### config.mk
export PLATFORM = sky130hd
export DESIGN_NAME = imem_loader
export DESIGN_NICKNAME = d
export VERILOG_FILES = /design/src/rtl/imem_loader.sv
export SDC_FILE = /design/constraint.sdc
export NUM_CORES = 1
export LEC_CHECK = 0
export BUFFER_PORTS_ARGS = -buffer_cell sky130_fd_sc_hd__buf_4
export CAP_MARGIN = 10
export CORE_MARGIN = 2
export CORE_UTILIZATION = 50
export CTS_CLUSTER_SIZE = 28
export DETAILED_ROUTE_END_ITERATION = 16
export PLACE_DENSITY = 0.81
export SLEW_MARGIN = 5
export SYNTH_ARGS = -nofsm -noshare
export SYNTH_HDL_FRONTEND = slang
export SYNTH_SLANG_ARGS = --single-unit
### constraint.sdc
create_clock -name clk_i -period 2.3 [get_ports clk_i]
set_input_delay 0.115 -clock clk_i [delete_from_list [all_inputs] [get_ports clk_i]]
set_output_delay 0.115 -clock clk_i [all_outputs]
set_load 0.05 [all_outputs]
### src/rtl/imem_loader.sv
// imem_loader: boot-time byte-stream loader that fills instruction RAM and holds the CPU until done.
// Optional trailing checksum byte is enabled by defining IMEM_LOADER_CHKSUM_EN.
module imem_loader #(
  parameter int                    ADDR_WIDTH = 32,
  parameter int                    DATA_WIDTH = 32,
  parameter logic [ADDR_WIDTH-1:0] BASE_ADDR  = '0,
  parameter int                    MAX_WORDS  = 1024
) (
  input  logic                  clk_i,
  input  logic                  rst_i,
  input  logic [7:0]            byte_i,
  input  logic                  byte_valid_i,
  output logic                  byte_ready_o,
  input  logic                  start_i,
  output logic                  mem_we_o,
  output logic [ADDR_WIDTH-1:0] mem_waddr_o,
  output logic [DATA_WIDTH-1:0] mem_wdata_o,
  output logic                  cpu_hold_o,
  output logic                  done_o,
  output logic                  err_o
);
  typedef enum logic [2:0] {HDR_LO, HDR_HI, DATA, CHK, DONE} state_t;
`ifdef IMEM_LOADER_CHKSUM_EN
  localparam state_t TAIL = CHK;
`else
  localparam state_t TAIL = DONE;
`endif
  localparam logic [31:0] MAXW = 32'(MAX_WORDS);
  state_t                state_q, state_d;
  logic [15:0]           count_q, count_d;
  logic [15:0]           idx_q, idx_d;
  logic [23:0]           word_q, word_d;
  logic [1:0]            bcnt_q, bcnt_d;
  logic                  we_q, we_d;
  logic [ADDR_WIDTH-1:0] waddr_q, waddr_d;
  logic [DATA_WIDTH-1:0] wdata_q, wdata_d;
  logic                  ovf_q, ovf_d;
  logic                  rdy_q, rdy_d;
  logic                  cerr_q;
  logic                  acc, last, in_range;
`ifdef IMEM_LOADER_CHKSUM_EN
  logic [7:0]            sum_q, sum_d;
  logic                  cerr_d;
`else
  assign cerr_q = 1'b0;
`endif
  assign byte_ready_o = rdy_q && state_q != DONE;
  assign acc          = byte_valid_i && byte_ready_o;
  assign last         = idx_q == count_q - 16'd1;
  assign in_range     = {16'd0, idx_q} < MAXW;
  assign mem_we_o     = we_q;
  assign mem_waddr_o  = waddr_q;
  assign mem_wdata_o  = wdata_q;
  assign done_o       = state_q == DONE;
  assign cpu_hold_o   = !done_o;
  assign err_o        = done_o && (ovf_q || cerr_q);
  // next-state: header capture, word assembly with one-cycle write strobe, checksum, restart
  always_comb begin
    state_d = state_q;
    count_d = count_q;
    idx_d   = idx_q;
    word_d  = word_q;
    bcnt_d  = bcnt_q;
    we_d    = 1'b0;
    waddr_d = waddr_q;
    wdata_d = wdata_q;
    ovf_d   = ovf_q;
    rdy_d   = 1'b1;
`ifdef IMEM_LOADER_CHKSUM_EN
    sum_d   = (acc && state_q != CHK) ? sum_q + byte_i : sum_q;
    cerr_d  = cerr_q;
`endif
    case (state_q)
      HDR_LO: if (acc) begin
        count_d[7:0] = byte_i;
        state_d      = HDR_HI;
      end
      HDR_HI: if (acc) begin
        count_d[15:8] = byte_i;
        state_d       = ({byte_i, count_q[7:0]} == 16'd0) ? TAIL : DATA;
      end
      DATA: if (acc) begin
        bcnt_d = bcnt_q + 2'd1;
        word_d = {byte_i, word_q[23:8]};
        if (bcnt_q == 2'd3) begin
          we_d    = in_range;
          waddr_d = in_range ? BASE_ADDR + ADDR_WIDTH'({idx_q, 2'b00}) : waddr_q;
          wdata_d = in_range ? {byte_i, word_q} : wdata_q;
          ovf_d   = ovf_q || !in_range;
          idx_d   = idx_q + 16'd1;
          state_d = last ? TAIL : DATA;
        end
      end
`ifdef IMEM_LOADER_CHKSUM_EN
      CHK: if (acc) begin
        cerr_d  = (sum_q + byte_i) != 8'h00;
        state_d = DONE;
      end
`endif
      DONE: if (start_i) begin
        state_d = HDR_LO;
        count_d = '0;
        idx_d   = '0;
        bcnt_d  = '0;
        ovf_d   = 1'b0;
`ifdef IMEM_LOADER_CHKSUM_EN
        sum_d   = '0;
        cerr_d  = 1'b0;
`endif
      end
      default: state_d = HDR_LO;
    endcase
  end
  // state and datapath registers, cleared asynchronously so a reset mid-load drops everything
  always_ff @(posedge clk_i or negedge rst_i) begin
    if (!rst_i) begin
      state_q <= HDR_LO;
      count_q <= '0;
      idx_q   <= '0;
      word_q  <= '0;
      bcnt_q  <= '0;
      we_q    <= 1'b0;
      waddr_q <= BASE_ADDR;
      wdata_q <= '0;
      ovf_q   <= 1'b0;
      rdy_q   <= 1'b0;
    end else begin
      state_q <= state_d;
      count_q <= count_d;
      idx_q   <= idx_d;
      word_q  <= word_d;
      bcnt_q  <= bcnt_d;
      we_q    <= we_d;
      waddr_q <= waddr_d;
      wdata_q <= wdata_d;
      ovf_q   <= ovf_d;
      rdy_q   <= rdy_d;
    end
  end
`ifdef IMEM_LOADER_CHKSUM_EN
  // running checksum and its verdict
  always_ff @(posedge clk_i or negedge rst_i) begin
    if (!rst_i) begin
      sum_q  <= '0;
      cerr_q <= 1'b0;
    end else begin
      sum_q  <= sum_d;
      cerr_q <= cerr_d;
    end
  end
`endif
endmodule
==> flow_summary.json <==
{
  "core_area_um2": 10230,
  "finalNetCount": 529,
  "drv_slew": 0,
  "grt_max_degree": 51,
  "rsz0062_at_grt": "false",
  "clk_pin_slew_ps": 120,
  "clock_sinks": 112,
  "maxCapViolCount": 0,
  "postCtsSetupRepairBufs": 0,
  "final_common_cell": "dfrtp_1",
  "portBuffers": 64,
  "run_status": "completed",
  "layout-drive-gt1-share_pct": 34.30,
  "die_w_um": 106.4,
  "firstDrtPassIters": 4,
  "crit_fanout": 8,
  "dp_hpwl_um": 7654,
  "die-area_um2": 11310,
  "post_dp_cell_area_um2": 5856,
  "cts_tree": "built",
  "arrival_ps": 2470,
  "yosys_warnings": 0,
  "yosysSeqAreaShare_pct": 53.50,
  "slowest_stage": "dfrtp_1",
  "required_ps": 2580,
  "power_density_nw_per_um2": 952.1,
  "synth_seq_cells": 112,
  "setup_violations": 0,
  "synth_cell_type_count": 57,
  "cts_root_buf": "clkbuf_8",
  "vias_per_cell": 5.421,
  "num_rows": 37,
  "ir_worst_vdd_v": 0.0005616,
  "antenna_found_initial": 0,
  "critPathLaunchType": "flip-flop",
  "synth_top_flop_cell": "dfrtp_1",
  "overflow": 0,
  "synth_compound_area_share_pct": 5.708,
  "synth-xor-area-share_pct": 5.684,
  "fin_crit_ps": 2188,
  "drc": 0,
  "design_area_um2": 6091,
  "wirelength_um": 10490,
  "syn_inst": 442,
  "areaGrowthSynthToFinish_pct": 16.26,
  "netlist_area_um2": 5239,
  "ioPinCount": 81,
  "hold_path_class": "in2reg",
  "worst_pin_slew_ps": 629.1,
  "leakage_uw": 0.003011,
  "cp_slowest_stage_delay_ps": 500,
  "startpoint": "count_q[2]",
  "synth_fa_ha_area_share_pct": 0.7165,
  "synth_edf_count": 0,
  "grt_pass1_vias": 3395,
  "clock_skew_ps": 14.11,
  "criticalPathCategory": "reg2reg",
  "max_slew_margin_pct": 58.06,
  "tns_ps": 0,
  "finalWeightedCongestion": 0.8432,
  "vias": 3551,
  "start_util_pct": 51.20,
  "fin_crit_sh_pct": 95.12,
  "wl_per_cell_um": 16.01,
  "fillCellCount": 845,
  "synth-async-reset-ratio_pct": 100.0,
  "path_cells": "nor3_1 > mux2_2 > o311a_1 > a311oi_1 > o2111ai_1 > o21a_1",
  "numCtsBuffers": 9,
  "cp-end-kind": "flip-flop",
  "timing.rr.start": "count_q[2]",
  "worst_skew_pair.late_latency_ps": 380,
  "antennaDiodeCount": 0,
  "synth_mux_area_share_pct": 14.81,
  "min_from": "byte_i[6]",
  "grt_use_total_pct": 19.88,
  "clock.fmax_ghz": 0.4571,
  "avgSynthCellArea_um2": 11.85,
  "synth-simple-area-share_pct": 14.14,
  "die_y_um": 106.4,
  "final_cell_mix": "dfrtp_1, buf_4, mux2_2",
  "drt_iter0_markers": 148,
  "synth_top_family_by_area": "multiplexers",
  "clk_path_buf_depth": 2,
  "final_antenna_net_count": 0,
  "cts_max_level": 3,
  "grt_first_pass_wirelength_um": 17620,
  "final-hold-violation-count": 0,
  "r2r_setup_slack_ps": 110
}
-- layout make-up --
type	count	area [um2]	share of cell area (%)
repair buffers	85	673.1	11.05
multi-input cells	298	2220	36.44
inverters	8	30.03	0.4930
clock inverters	7	70.07	1.150
flip-flops and latches	112	2804	46.04
well taps	136	170.2	2.794
clock buffers	9	123.9	2.034
-- kinds of logic after synthesis --
kind of cell    Yosys count
compound gates           42
xor+xnor                 34
fa+ha+maj                 3
buf+inv                  47
flops                   112
mux                      69
other cells               2
simple gates            133
-- synthesized netlist by cell type, types with 3 or more instances --
| library cell | number | area, um2 |
|---|---|---|
| nand3_1 | 10 | 50.05 |
| nor4_1 | 8 | 50.05 |
| mux2_2 | 68 | 765.7 |
| xnor2_1 | 16 | 140.1 |
| xor2_1 | 18 | 157.7 |
| nand3b_1 | 4 | 30.03 |
| and3_1 | 4 | 25.02 |
| nor3_1 | 8 | 40.04 |
| a21oi_1 | 3 | 15.01 |
| a22o_1 | 7 | 61.31 |
| nand4_1 | 9 | 56.30 |
| nand2b_1 | 5 | 31.28 |
| dfrtp_1 | 112 | 2803 |
| o21ai_0 | 13 | 65.06 |
| buf_2 | 8 | 40.04 |
| inv_1 | 8 | 30.03 |
| a311oi_1 | 3 | 26.28 |
| buf_4 | 20 | 150.1 |
| nor2_1 | 24 | 90.09 |
| clkbuf_1 | 8 | 30.03 |
| ha_1 | 3 | 37.54 |
| nor2b_1 | 6 | 37.54 |
| nand2_1 | 36 | 135.1 |
-- worst paths after layout --
check	end	cells after the start
max	state_q[1]	6
max reg2reg	state_q[1]	6
min	count_q[6]	2
min in group asynchronous	mem_waddr_o[12]	2
min reg2reg	mem_wdata_o[1]	1
max in group asynchronous	bcnt_q[0]	3
-- sequential cells by signal, summed over array words and instances, names as in the netlist --
| signal | count |
|---|---|
| bcnt_q | 2 |
| count_q | 16 |
| idx_q | 16 |
| mem_waddr_o | 16 |
| mem_wdata_o | 32 |
| mem_we_o | 1 |
| ovf_q | 1 |
| rdy_q | 1 |
| state_q | 3 |
| word_q | 24 |
-- metrics by stage --
step	power (uW)	hold WS (ps)	std cells	utilization [%]	worst slack [ps]
2_1_floorplan	4184	-180.6	457	-	182.9
3_3_place_gp	4609	160.5	635	57.23	178.5
3_5_place_dp	4687	174.5	635	57.23	121.1
4_1_cts	5840	0.1875	654	59.42	113.4
5_1_grt	6150	7.570	655	59.53	19.41
6_report	5799	12.26	655	59.53	112.3
-- per-layer routing --
layer  part of all wire (%)  GRT usage, %  up-vias
li1                       -             -     1664
met5                      0             0        -
met1                     46         28.21     1787
met2                     48         31.41       84
met4                    1.9         6.297        0
met3                    3.9         3.311       16
-- power breakdown --
part | total [uW] | leakage [uW] | switching, uW | internal [uW]
clock network | 1150 | 0.000101 | 723 | 429
registers | 2840 | 0.00151 | 452 | 2390
logic | 1800 | 0.00140 | 982 | 822
total | 5800 | 0.00301 | 2160 | 3640
-- critical path, delay by kind of cell, from the launching register on --
family	cells	cell delay [ps]
compound gates	4	930
flops	1	500
mux	1	360
simple gates	1	300
-- timing repair --
| action | 4_1_cts | 5_1_grt |
|---|---|---|
| hold buffers | 3 | 1 |
| hold endpoints to repair | 50 | 1 |
| resized for setup | 0 | 1 |
| endpoints found under the setup margin | 0 | 1 |
Power figures use the tool's default switching activity.
